## config.mk

```make
export PLATFORM = sky130hd
export DESIGN_NAME = key_conditioner
export DESIGN_NICKNAME = d
export VERILOG_FILES = /design/src/rtl/key_conditioner.sv
export SDC_FILE = /design/constraint.sdc
export NUM_CORES = 1
export LEC_CHECK = 0
export CAP_MARGIN = 10
export CELL_PAD_IN_SITES_DETAIL_PLACEMENT = 1
export CELL_PAD_IN_SITES_GLOBAL_PLACEMENT = 1
export CORE_MARGIN = 2
export CORE_UTILIZATION = 53
export DETAILED_ROUTE_END_ITERATION = 6
export DONT_BUFFER_PORTS = 1
export PLACE_DENSITY = 0.8
export SYNTH_ARGS = -nofsm -noshare
export SYNTH_HDL_FRONTEND = slang
export SYNTH_SLANG_ARGS = --single-unit
```

## constraint.sdc

```tcl
create_clock -name clk -period 8.5 [get_ports clk]
set_clock_uncertainty 0.05 [all_clocks]
set_input_delay 2.125 -clock clk [delete_from_list [all_inputs] [get_ports clk]]
set_output_delay 2.125 -clock clk [all_outputs]
set_load 0.02 [all_outputs]
```

## src/rtl/key_conditioner.sv

```systemverilog
// Push-button front end: two-flop synchroniser, per-key debounce FSM and
// registered press / step / release pulses with optional auto-repeat on step.
module key_conditioner #(
    parameter int NUM_KEYS         = 3,
    parameter int DEBOUNCE_CYC     = 1048576,
    parameter int REPEAT_DELAY_CYC = 25000000,
    parameter int REPEAT_RATE_CYC  = 5000000,
    parameter int CNT_W            = 26
) (
    input  logic                clk,
    input  logic                rst,
    input  logic [NUM_KEYS-1:0] key_n_in,
    input  logic [NUM_KEYS-1:0] repeat_en,
    output logic [NUM_KEYS-1:0] key_level,
    output logic [NUM_KEYS-1:0] key_press,
    output logic [NUM_KEYS-1:0] key_step,
    output logic [NUM_KEYS-1:0] key_release
);

    localparam logic [2:0] ST_IDLE     = 3'd0;
    localparam logic [2:0] ST_PRESS_DB = 3'd1;
    localparam logic [2:0] ST_HELD     = 3'd2;
    localparam logic [2:0] ST_REPEAT   = 3'd3;
    localparam logic [2:0] ST_REL_DB   = 3'd4;

    localparam logic [CNT_W-1:0] CNT_ZERO = {CNT_W{1'b0}};
    localparam logic [CNT_W-1:0] CNT_ONE  = {{(CNT_W-1){1'b0}}, 1'b1};
    localparam logic [CNT_W-1:0] DB_LAST  = CNT_W'(DEBOUNCE_CYC - 1);
    localparam logic [CNT_W-1:0] RD_LAST  = CNT_W'(REPEAT_DELAY_CYC - 1);
    localparam logic [CNT_W-1:0] RR_LAST  = CNT_W'(REPEAT_RATE_CYC - 1);

    logic [NUM_KEYS-1:0] sync1_q, sync2_q;
    logic [NUM_KEYS-1:0] pressed_s;
    logic [2:0]          state_q [NUM_KEYS];
    logic [2:0]          state_d [NUM_KEYS];
    logic [CNT_W-1:0]    cnt_q   [NUM_KEYS];
    logic [CNT_W-1:0]    cnt_d   [NUM_KEYS];
    logic [NUM_KEYS-1:0] level_q, level_d;
    logic [NUM_KEYS-1:0] press_q, press_d;
    logic [NUM_KEYS-1:0] step_q, step_d;
    logic [NUM_KEYS-1:0] release_q, release_d;

    assign pressed_s = ~sync2_q;

    // Synchronisers reset to the released (high) level so reset exit is quiet.
    always_ff @(posedge clk or posedge rst) begin
        if (rst) begin
            sync1_q <= {NUM_KEYS{1'b1}};
            sync2_q <= {NUM_KEYS{1'b1}};
        end else begin
            sync1_q <= key_n_in;
            sync2_q <= sync1_q;
        end
    end

    // Per-key debounce / repeat FSM; every counter restarts from zero on each state change.
    always_comb begin
        level_d   = level_q;
        press_d   = {NUM_KEYS{1'b0}};
        step_d    = {NUM_KEYS{1'b0}};
        release_d = {NUM_KEYS{1'b0}};
        for (int k = 0; k < NUM_KEYS; k++) begin
            state_d[k] = state_q[k];
            cnt_d[k]   = cnt_q[k];
            case (state_q[k])
                ST_IDLE: begin
                    cnt_d[k] = CNT_ZERO;
                    if (pressed_s[k]) begin
                        state_d[k] = ST_PRESS_DB;
                    end else begin
                        state_d[k] = ST_IDLE;
                    end
                end
                ST_PRESS_DB: begin
                    if (!pressed_s[k]) begin
                        state_d[k] = ST_IDLE;
                        cnt_d[k]   = CNT_ZERO;
                    end else if (cnt_q[k] == DB_LAST) begin
                        state_d[k] = ST_HELD;
                        cnt_d[k]   = CNT_ZERO;
                        level_d[k] = 1'b1;
                        press_d[k] = 1'b1;
                        step_d[k]  = 1'b1;
                    end else begin
                        cnt_d[k] = cnt_q[k] + CNT_ONE;
                    end
                end
                ST_HELD: begin
                    if (!pressed_s[k]) begin
                        state_d[k] = ST_REL_DB;
                        cnt_d[k]   = CNT_ZERO;
                    end else if (!repeat_en[k]) begin
                        cnt_d[k] = CNT_ZERO;
                    end else if (cnt_q[k] == RD_LAST) begin
                        state_d[k] = ST_REPEAT;
                        cnt_d[k]   = CNT_ZERO;
                        step_d[k]  = 1'b1;
                    end else begin
                        cnt_d[k] = cnt_q[k] + CNT_ONE;
                    end
                end
                ST_REPEAT: begin
                    if (!pressed_s[k]) begin
                        state_d[k] = ST_REL_DB;
                        cnt_d[k]   = CNT_ZERO;
                    end else if (!repeat_en[k]) begin
                        state_d[k] = ST_HELD;
                        cnt_d[k]   = CNT_ZERO;
                    end else if (cnt_q[k] == RR_LAST) begin
                        cnt_d[k]  = CNT_ZERO;
                        step_d[k] = 1'b1;
                    end else begin
                        cnt_d[k] = cnt_q[k] + CNT_ONE;
                    end
                end
                ST_REL_DB: begin
                    // A bounce back to pressed returns to HELD, restarting the repeat delay.
                    if (pressed_s[k]) begin
                        state_d[k] = ST_HELD;
                        cnt_d[k]   = CNT_ZERO;
                    end else if (cnt_q[k] == DB_LAST) begin
                        state_d[k]   = ST_IDLE;
                        cnt_d[k]     = CNT_ZERO;
                        level_d[k]   = 1'b0;
                        release_d[k] = 1'b1;
                    end else begin
                        cnt_d[k] = cnt_q[k] + CNT_ONE;
                    end
                end
                default: begin
                    state_d[k] = ST_IDLE;
                    cnt_d[k]   = CNT_ZERO;
                    level_d[k] = 1'b0;
                end
            endcase
        end
    end

    // FSM state, counters and registered outputs.
    always_ff @(posedge clk or posedge rst) begin
        if (rst) begin
            for (int k = 0; k < NUM_KEYS; k++) begin
                state_q[k] <= ST_IDLE;
                cnt_q[k]   <= CNT_ZERO;
            end
            level_q   <= {NUM_KEYS{1'b0}};
            press_q   <= {NUM_KEYS{1'b0}};
            step_q    <= {NUM_KEYS{1'b0}};
            release_q <= {NUM_KEYS{1'b0}};
        end else begin
            for (int k = 0; k < NUM_KEYS; k++) begin
                state_q[k] <= state_d[k];
                cnt_q[k]   <= cnt_d[k];
            end
            level_q   <= level_d;
            press_q   <= press_d;
            step_q    <= step_d;
            release_q <= release_d;
        end
    end

    assign key_level   = level_q;
    assign key_press   = press_q;
    assign key_step    = step_q;
    assign key_release = release_q;

endmodule

```

==> flow_summary_export.csv <==
group,metric,value,unit
outcome,status,"completed",
drt,wl_per_cell,17.3,µm
min_path,whs_endpoint,"sync2_q[1]$_DFF_PP1_",
pwr,power_leakage,2.19,nW
yosys,synthArstFlopShare,100,%
clock_tree,htree_levels,3,
placement,dp_hpwl,8140,µm
global_route,grt_first_pass_wirelength,20400,µm
yosys,yosys.area.top_type,"dfrtp_1",
yosys,synth_edf_count,0,
placement,io_buffers,0,
critical_path,r2r_end,"cnt_q[32]$_DFF_PP0_",
sta,fmax,316,MHz
sta,finalCritPeriodShare,37.3,%
sta,finalSetupViolCount,0,
sta,hold_viol,0,
global_route,antenna_found_initial,0,
critical_path,cp_max_fo,25,
global_route,globalRouteMet2Util,38.0,%
clock_tree,post_cts_buffers,0,
yosys,yosysWarnings,0,
clock_tree,clkLatencyLatePin,0.37,ns
yosys,synth_top_area_share,46.0,%
global_route,met3_usage,5.93,%
critical_path,required,8.66,ns
drt,drcViolationCount,0,
pwr,powerDensity,145,nW/µm²
die,die_area,11000,µm²
clock_tree,cts_inserted_buffers,9,
die,die_x,105,µm
global_route,grt-ovfl-total,0,
clock_tree,cts_num_sinks,105,
yosys,synth_area_per_cell,9.70,µm²
sta,timing.slew.headroom,17.1,%
die,coreArea,9820,µm²
critical_path,crit_type,"in -> reg",
die,pin_count,20,
sta,rsz0062_at_grt,"false",
sta,slew_viol_final,0,
min_path,worstHoldPathCells,0,
min_path,holdCritPathClass,"reg -> reg",
drt,vias_per_cell,6.00,
drt,wl,11800,µm
critical_path,ff2ff_path_depth,5,
die,dieHeight,105,µm
sta,period_minus_slack,3.17,ns
global_route,globalRouteTotalUtil,22.8,%
final_layout,finalNonFillerCells,681,
yosys,synthesis.area,5380,µm²
critical_path,end_kind,"flip-flop",
die,rows,36,
final_layout,syn_to_final_growth,3.81,%
critical_path,start_kind,"input pin",
clock_tree,ctsResizeCount,0,
final_layout,drive_gt1_share,5.11,%
yosys,ys_seq_area_share,48.9,%
final_layout,diodes,0,
critical_path,r2r_slack,5.37,ns
yosys,synthTopCellsByArea,"dfrtp_1, xnor2_1, nor2_1",
global_route,top_usage_layer,"met2",
job,max_cap_violations,0,
min_path,hp-start,"sync1_q[1]$_DFF_PP1_",
placement,gp_congestion,0.820,
sta,tightest_slew,1.23,ns
final_layout,num-nets-final,556,
yosys,post-synth-top-count-cell,"dfrtp_1",
critical_path,r2r-start,"cnt_q[46]$_DFF_PP0_",
yosys,synth_nets,568,
clock_tree,path_clk_slew,0.09,ns
drt,ant_nets,0,
drt,drt_iter0_drc,186,
sta,final.setup.tns,0,ns
drt,firstDrtPassIters,4,
clock_tree,clockRootBuffer,"clkbuf_8",
global_route,grt_max_degree,62,
placement,placedCellCount,665,
yosys,synthTopCellsByCount,"dfrtp_1, nor2_1, xnor2_1, nand2_1, nand3_1",
global_route,met1_usage,29.1,%
yosys,ys_ff_latch,105,
pwr,irDropWorstVdd,109,µV
clock_tree,cts_tree,"built",
clock_tree,clk_path_buf_depth,2,
pwr,total_power,0.000810,W
die,start_util,54.8,%
yosys,synth_cells,555,
yosys,synth_ff_type,"dfrtp_1",
yosys,yosys.cell_types.count,53,
critical_path,critPathArrivalTime,3.33,ns
final_layout,fillers,1140,
drt,num_vias,4088,
global_route,first_global_vias,4280,
clock_tree,cts_hold_buf,0,
==> kinds of logic (layout without fill, tap and decap cells) <==
group / count (synthesis) / in the layout / share of synthesized area [%]
and+or+nand+nor: 304 / 304 / 30.4
buffers and inverters: 35 / 28 / 3.23
xor gates and xnor gates: 72 / 72 / 11.7
adders and majority gates: 5 / 5 / 1.16
AOI/OAI and AO/OA: 34 / 34 / 4.60
DFF: 105 / 105 / 48.9
==> flip-flops by register name, summed over array words and instances, names as in the netlist <==
name and flops:
cnt_q 78, key_press 3, sync1_q 3, key_step 3, key_release 3, key_level 3
sync2_q 3, state_q 9
==> layout make-up <==
cell class / instances / area (µm²) / share of cell area (%)
repair buffers: 1 / 7.51 / 0.134
well taps: 133 / 166 / 2.98
inverters: 11 / 43.8 / 0.784
clock buffers: 15 / 156 / 2.80
flip-flops and latches: 105 / 2640 / 47.1
clock inverters: 1 / 5.00 / 0.0895
multi-input cells: 415 / 2570 / 46.1
==> power by group <==
part	internal (W)	switching [W]	total [W]
Combinational	0.00000494	0.0000194	0.0000243
Clock	0.000115	0.000161	0.000276
Sequential	0.000504	0.00000536	0.000509
==> worst max-delay path, cell delays in order <==
cell       delay (ns)
and3_1           0.18
a2bb2oi_2        0.87
nor2_1           0.14
==> layout by cell type (no fill, tap or decap), drive strengths merged, types with 14 or more instances in the layout <==
| master | netlist | routed |
|---|---|---|
| clkbuf | 18 | 15 |
| nand4 | 24 | 24 |
| and3 | 14 | 14 |
| xor2 | 28 | 28 |
| xnor2 | 44 | 44 |
| nor3 | 20 | 20 |
| dfrtp | 99 | 99 |
| nand3 | 32 | 32 |
| and4 | 17 | 17 |
| nor2 | 97 | 97 |
| nor4 | 19 | 19 |
| nand2 | 36 | 36 |
==> stage by stage <==
step                      utilization [%]  instance area [µm²]  setup WS, ns  hold WS (ns)
after global routing                 56.9                 5590          5.07         0.317
after floorplan                         -                 5380          3.57         0.295
after detailed placement             55.3                 5430          4.92         0.300
final                                56.9                 5590          5.33         0.314
after global placement               55.3                 5430          4.98         0.297
after CTS                            56.9                 5590          5.32         0.315
==> how the worst max path moves through the flow <==
stage | startpoint | to | slack [ns]
3_3_place_gp | repeat_en[1] | cnt_q[35]$_DFF_PP0_ | 4.98
2_1_floorplan | rst | cnt_q[0]$_DFF_PP0_ | 3.57
6_report | repeat_en[1] | cnt_q[32]$_DFF_PP0_ | 5.33
3_5_place_dp | repeat_en[1] | cnt_q[51]$_DFF_PP0_ | 4.92
4_1_cts | repeat_en[1] | cnt_q[51]$_DFF_PP0_ | 5.32
5_1_grt | cnt_q[6]$_DFF_PP0_ | cnt_q[11]$_DFF_PP0_ | 5.07
==> metal layers <==
layer | share of wire (%) | vias to the layer above | routed length [µm]
met5 | 0 | - | 0
met1 | 46 | 2074 | 5460
li1 | - | 1937 | -
met3 | 3.1 | 18 | 366
met2 | 48 | 59 | 5690
met4 | 2.0 | 0 | 239
Power figures use the tool's default switching activity.
